$ cat src/rtl/tinyodin_tick_scheduler_pkg.sv
// ---------------------------------------------------------------------------
// tinyodin_sched_pkg
// Shared definitions for the tinyODIN tick scheduler slice.
//   - sched_state_e : scheduler FSM states (IDLE..FINISH)
//   - ST_*          : plain logic constants holding the same encodings, for
//                     code that keeps the state in a logic vector
//   - DEFAULT_*     : default parameter values for the scheduler
// ---------------------------------------------------------------------------
package tinyodin_sched_pkg;

  localparam int DEFAULT_INPUT_RESO  = 8;
  localparam int DEFAULT_TIMEOUT_CYC = 4096;

  typedef enum logic [2:0] {
    IDLE    = 3'd0,
    ISSUE   = 3'd1,
    WAIT    = 3'd2,
    ADVANCE = 3'd3,
    FINISH  = 3'd4
  } sched_state_e;

  localparam logic [2:0] ST_IDLE    = IDLE;
  localparam logic [2:0] ST_ISSUE   = ISSUE;
  localparam logic [2:0] ST_WAIT    = WAIT;
  localparam logic [2:0] ST_ADVANCE = ADVANCE;
  localparam logic [2:0] ST_FINISH  = FINISH;

endpackage

$ cat src/rtl/tinyodin_tick_scheduler_done_joiner.sv
// ---------------------------------------------------------------------------
// tinyodin_done_joiner
// Remembers which of two done pulses have arrived and reports when both have.
// Ports:
//   CLK, RST  : clock, synchronous active-high reset
//   clr       : clear both sticky flags (has priority over capture)
//   en        : capture window; pulses outside it are ignored
//   done_a/b  : 1-cycle done pulses, any order, possibly the same cycle
//   joined    : both dones seen, counting a pulse present this very cycle
// ---------------------------------------------------------------------------
module tinyodin_done_joiner
  import tinyodin_sched_pkg::*;
(
  input  logic CLK,
  input  logic RST,
  input  logic clr,
  input  logic en,
  input  logic done_a,
  input  logic done_b,
  output logic joined
);

  logic flag_a;
  logic flag_b;
  logic hit_a;
  logic hit_b;

  assign hit_a = en & done_a;
  assign hit_b = en & done_b;

  // Sticky flags: repeated pulses simply re-set an already set flag.
  always_ff @(posedge CLK) begin
    if (RST || clr) begin
      flag_a <= 1'b0;
      flag_b <= 1'b0;
    end else begin
      flag_a <= flag_a | hit_a;
      flag_b <= flag_b | hit_b;
    end
  end

  // Looking at the live pulse as well saves a cycle when the second done arrives.
  assign joined = (flag_a | hit_a) & (flag_b | hit_b);

endmodule

$ cat src/rtl/tinyodin_tick_scheduler.sv
// ---------------------------------------------------------------------------
// tinyodin_tick_scheduler
// Sequences tinyODIN time steps: for each tick it pulses a start to the spike
// core and the ODIN core, waits for both done pulses, then counts the tick
// index down until the run ends. A watchdog abandons a tick whose done pulses
// never arrive and raises a sticky timeout flag.
// Ports:
//   CLK, RST            : clock, synchronous active-high reset
//   start_i, num_ticks_i: run request and run length (0 = empty run)
//   abort_i             : abandon the current run, beats every other event
//   spikecore_done_i,
//   ODIN_done_i         : per-tick completion pulses from the two cores
//   spikecore_start_o,
//   odin_start_o        : per-tick start pulses to the two cores
//   tick_o              : current tick index (valid while busy_o)
//   next_tick_o         : both cores finished tick_o
//   busy_o              : run in progress
//   run_done_o          : run finished normally
//   timeout_o           : sticky watchdog error, cleared by a new run
// ---------------------------------------------------------------------------
module tinyodin_tick_scheduler
  import tinyodin_sched_pkg::*;
#(
  parameter int INPUT_RESO  = DEFAULT_INPUT_RESO,
  parameter int TIMEOUT_CYC = DEFAULT_TIMEOUT_CYC
) (
  input  logic                  CLK,
  input  logic                  RST,
  input  logic                  start_i,
  input  logic                  abort_i,
  input  logic [INPUT_RESO-1:0] num_ticks_i,
  input  logic                  spikecore_done_i,
  input  logic                  ODIN_done_i,
  output logic                  spikecore_start_o,
  output logic                  odin_start_o,
  output logic [INPUT_RESO-1:0] tick_o,
  output logic                  next_tick_o,
  output logic                  busy_o,
  output logic                  run_done_o,
  output logic                  timeout_o
);

  localparam int TO_W = $clog2(TIMEOUT_CYC + 1);

  logic [2:0]            state;
  logic [2:0]            state_nxt;
  logic [INPUT_RESO-1:0] tick;
  logic [TO_W-1:0]       wd_cnt;
  logic                  timeout_q;
  logic                  both_done;
  logic                  wd_expired;
  logic                  accept_start;

  // Flags only listen in WAIT, so done pulses seen during ISSUE are dropped.
  tinyodin_done_joiner u_joiner (
    .CLK    (CLK),
    .RST    (RST),
    .clr    ((state != ST_WAIT) | abort_i),
    .en     (state == ST_WAIT),
    .done_a (spikecore_done_i),
    .done_b (ODIN_done_i),
    .joined (both_done)
  );

  // The current WAIT cycle is the last one the watchdog allows.
  assign wd_expired   = (wd_cnt == TO_W'(TIMEOUT_CYC - 1));
  assign accept_start = (state == ST_IDLE) & start_i & ~abort_i;

  always_comb begin
    state_nxt = state;
    case (state)
      ST_IDLE:    if (accept_start) state_nxt = (num_ticks_i == '0) ? ST_FINISH : ST_ISSUE;
      ST_ISSUE:   state_nxt = ST_WAIT;
      ST_WAIT: begin
        if (both_done)       state_nxt = ST_ADVANCE;
        else if (wd_expired) state_nxt = ST_IDLE;
      end
      ST_ADVANCE: state_nxt = (tick == '0) ? ST_FINISH : ST_ISSUE;
      ST_FINISH:  state_nxt = ST_IDLE;
      default:    state_nxt = ST_IDLE;
    endcase
    if (abort_i) state_nxt = ST_IDLE;
  end

  always_ff @(posedge CLK) begin
    if (RST) begin
      state     <= ST_IDLE;
      tick      <= '0;
      wd_cnt    <= '0;
      timeout_q <= 1'b0;
    end else begin
      state <= state_nxt;

      if (accept_start) begin
        timeout_q <= 1'b0;
        tick      <= (num_ticks_i == '0) ? '0 : num_ticks_i - 1'b1;
      end

      if (state == ST_ISSUE) wd_cnt <= '0;
      else if (state == ST_WAIT) wd_cnt <= wd_cnt + 1'b1;

      // A done pulse in the final watchdog cycle still rescues the tick.
      if (state == ST_WAIT && !abort_i && !both_done && wd_expired) timeout_q <= 1'b1;

      // The index only moves on ADVANCE, and never below zero.
      if (state == ST_ADVANCE && !abort_i && tick != '0) tick <= tick - 1'b1;
    end
  end

  assign spikecore_start_o = (state == ST_ISSUE);
  assign odin_start_o      = (state == ST_ISSUE);
  assign next_tick_o       = (state == ST_ADVANCE);
  assign run_done_o        = (state == ST_FINISH);
  assign busy_o            = (state != ST_IDLE);
  assign tick_o            = tick;
  assign timeout_o         = timeout_q;

endmodule

$ cat config.mk
export PLATFORM = sky130hd
export DESIGN_NAME = tinyodin_tick_scheduler
export DESIGN_NICKNAME = d
export VERILOG_FILES = /design/src/rtl/tinyodin_tick_scheduler_pkg.sv /design/src/rtl/tinyodin_tick_scheduler_done_joiner.sv /design/src/rtl/tinyodin_tick_scheduler.sv
export SDC_FILE = /design/constraint.sdc
export NUM_CORES = 1
export LEC_CHECK = 0
export ABC_CLOCK_PERIOD_IN_PS = 2600
export CAP_MARGIN = 40
export CORE_MARGIN = 5
export CORE_UTILIZATION = 45
export DETAILED_ROUTE_END_ITERATION = 7
export PLACE_DENSITY = 0.74
export SETUP_SLACK_MARGIN = 0.02
export SYNTH_ARGS = -nofsm -noshare
export SYNTH_HDL_FRONTEND = slang
export SYNTH_SLANG_ARGS = --single-unit
$ cat constraint.sdc
create_clock -name CLK -period 2.6 [get_ports CLK]
set_input_delay 0.52 -clock CLK [delete_from_list [all_inputs] [get_ports CLK]]
set_output_delay 0.52 -clock CLK [all_outputs]
set_load 0.05 [all_outputs]
==> metrics.csv <==
stage,metric,value,unit
outcome,status,completed,
floorplan,CORE AREA,3390,µm²
floorplan,I/O pin count,28,
power,sequential share of power,53.3,%
placement,GPL Wtd Cong,0.836,
worst_hold_path,Worst Hold Class,register to register,
floorplan,Die X,69.7,µm
global_route,overall routing resource usage,15.9,%
placement,DP Wirelength,2.80,mm
clock_network,hold bufs inserted after CTS,0,
clock_network,CTS root buffer,clkbuf_4,
global_route,first-pass GRT wire length,6.42,mm
yosys,adder-cell share of the synthesized area,2.34,%
finish,NumNets Final,249,
power,leakage,0.690,nW
sta,Fin. Hold Viols,0,
route,first-pass detailed-route iteration total,4,
yosys,cell count after synthesis,201,
sta,Achievable Freq,404,MHz
critical_path,Critical Path Source Type,register,
yosys,"count leader, synth",dfxtp_1,
job,max cap viols,0,
power,Peak supply drop,0.193,mV
sta,worst-margin pin slew,0.510,ns
yosys,Post-synth top cells,"dfxtp_1 (27), nor2_1 (21), inv_1 (16), a21oi_1 (14), nand3_1 (13)",
clock_network,"CTS clk-pin slew, worst paths",0.15,ns
yosys,Syn Std Cell Area,1600,µm²
yosys,Synthesized Nets,218,
sta,max-slew violation count,0,
yosys,post-synthesis async set-or-reset flop share,0,%
power,switching share of power,31.4,%
yosys,top cell type's share of synthesized area,33.7,%
sta,TNS Setup,0,ns
finish,n_diodes,0,
yosys,largest cells by area after synthesis,"dfxtp_1 (34%), nor2_1 (4.9%), xnor2_1 (4.9%)",
power,NetSw,258,µW
global_route,initial antenna violation count,0,
critical_path,CP endpoint kind,output pin,
critical_path,Worst Path Arrival,1.96,ns
yosys,Syn Area/Cell,7.98,µm²
global_route,vias in the first global route,1438,
clock_network,htree depth,1,
route,WL per Instance,13.5,µm
power,cell area power density,418,nW/µm²
route,final WL,3.73,mm
floorplan,die height,69.7,µm
sta,Worst Clk Skew,0.00373,ns
global_route,largest net degree at the start of global routing,17,
sta,Final min period,2.48,ns
sta,Rel. slew slack,65.9,%
route,Vias/cell,5.65,
sta,RSZ-0062 raised after global routing,false,
power,Int Pwr,564,µW
yosys,register area share after synthesis,33.7,%
clock_network,clk sink count,27,
power,Gate power share,23.5,%
route,Routed Antenna Nets,0,
yosys,synthesis-stage register bit count,27,
route,drc violations,0,
finish,Finished Layout Cells,277,
power,Clock Power Share,23.3,%
floorplan,Initial Utilization,47.3,%
finish,layout cell share with drive strength beyond 1,7.36,%
yosys,xor-xnor portion of the synthesized cell area,6.55,%
yosys,yosys warns,0,
finish,fin util,58.0,%
critical_path,kind of critical path,register to output pin,
route,Initial DRC Count,75,
route,routed vias,1564,
yosys,"EDFF count, synth",0,
critical_path,critical-path maximum fanout,8,
critical_path,Crit path required time,2.08,ns
finish,number of fill cells in the layout,329,
global_route,Overflow after GRT,0,
yosys,post-synthesis cell type with the largest combined area,dfxtp_1,
placement,Port-buffer cells,27,
yosys,simple-gate share of the synthesized area,31.0,%
sta,Tcrit/Tclk final,95.2,%
yosys,Synth Area in Compound Gates,19.3,%
clock_network,postcts setup bufs,0,
clock_network,CTS tree,built,
finish,synth-to-layout area growth,22.5,%
sta,Setup-failing EPs final,0,
clock_network,Worst-Skew Late Latency,0.33,ns
clock_network,# resized after CTS,0,
clock_network,CTS max path bufs,2,
placement,DP Cell Count,273,
yosys,post-synthesis mux area share,0.702,%
floorplan,DIE AREA,4860,µm²
yosys,largest family of logic cells by synthesized area,simple AND/OR/NAND/NOR gates,
yosys,Synth cell types,46,
clock_network,total CTS buffers,3,
yosys,"Primary FF master, synth",dfxtp_1,
floorplan,Site Rows,21,
## critical path: stages (launching register included)
cell             delay [ns]
dfxtp_1                0.49
nor3b_2                0.29
clkdlybuf4s50_1        0.85
## kinds of logic (layout without fill, tap and decap cells)
family | after synthesis | in the layout
AOI/OAI and AO/OA | 47 | 47
adders and majority gates | 3 | 3
muxes | 1 | 1
and+or+nand+nor | 89 | 89
xor gates and xnor gates | 12 | 12
buffers and inverters | 22 | 52
DFF | 27 | 27
## layout make-up
class,instances,area [µm²],share of cell area (%)
clock inverter,1,7.51,0.382
timing repair buffer,32,310,15.8
clock buffer,3,22.5,1.15
inverter,16,60.1,3.06
multi-input combinational,152,966,49.2
tap,46,57.6,2.93
sequential,27,541,27.5
## layer usage
metal,vias to the layer above,wire [µm],global-route usage (%),part of all wire (%)
met3,2,233,3.33,6.3
met4,0,40,6.81,1.1
li1,804,-,-,-
met1,717,1950,22.4,52
met5,-,0,0,0
met2,41,1510,23.1,40
## power groups by stage
stage	clock, mW	combinational (mW)	sequential [mW]
2_1_floorplan	0	0.0969	0.466
3_3_place_gp	0	0.192	0.446
3_5_place_dp	0	0.191	0.446
4_1_cts	0.196	0.193	0.437
5_1_grt	0.213	0.209	0.440
6_report	0.191	0.193	0.437
## final timing paths
| check | from | endpoint | slack [ns] | depth (start not counted) |
|---|---|---|---|---|
| max | state[0] | spikecore_start_o | 0.12 | 2 |
| min | timeout_o | timeout_o | 0.49 | 2 |
| max reg2reg | state[1] | wd_cnt[11] | 0.45 | 4 |
| min reg2reg | timeout_o | timeout_o | 0.49 | 2 |
## metrics by stage
step	worst slack [ns]	area (µm²)	power (mW)	hold WS, ns
after CTS	0.0971	1960	0.826	0.492
after detailed placement	0.248	1930	0.637	0.463
after global routing	0.0185	1960	0.862	0.541
after global placement	0.329	1930	0.638	0.469
after floorplan	0.469	1610	0.563	0.456
final	0.124	1960	0.821	0.488
## registers in the layout, summed over array words and instances (netlist names)
signal           count
wd_cnt              13
u_joiner.flag_b      1
tick_o               8
u_joiner.flag_a      1
state                3
timeout_o            1
## placed cells by master (no fill, tap or decap), types with 6 or more instances in the layout
cell	instances
dfxtp_1	27
clkdlybuf4s50_1	26
nor2_1	21
inv_1	16
a21oi_1	14
nand3_1	13
nand2_1	11
xnor2_1	9
nor3_1	8
o21ai_0	8
nor4_1	6
Power figures use the tool's default switching activity.
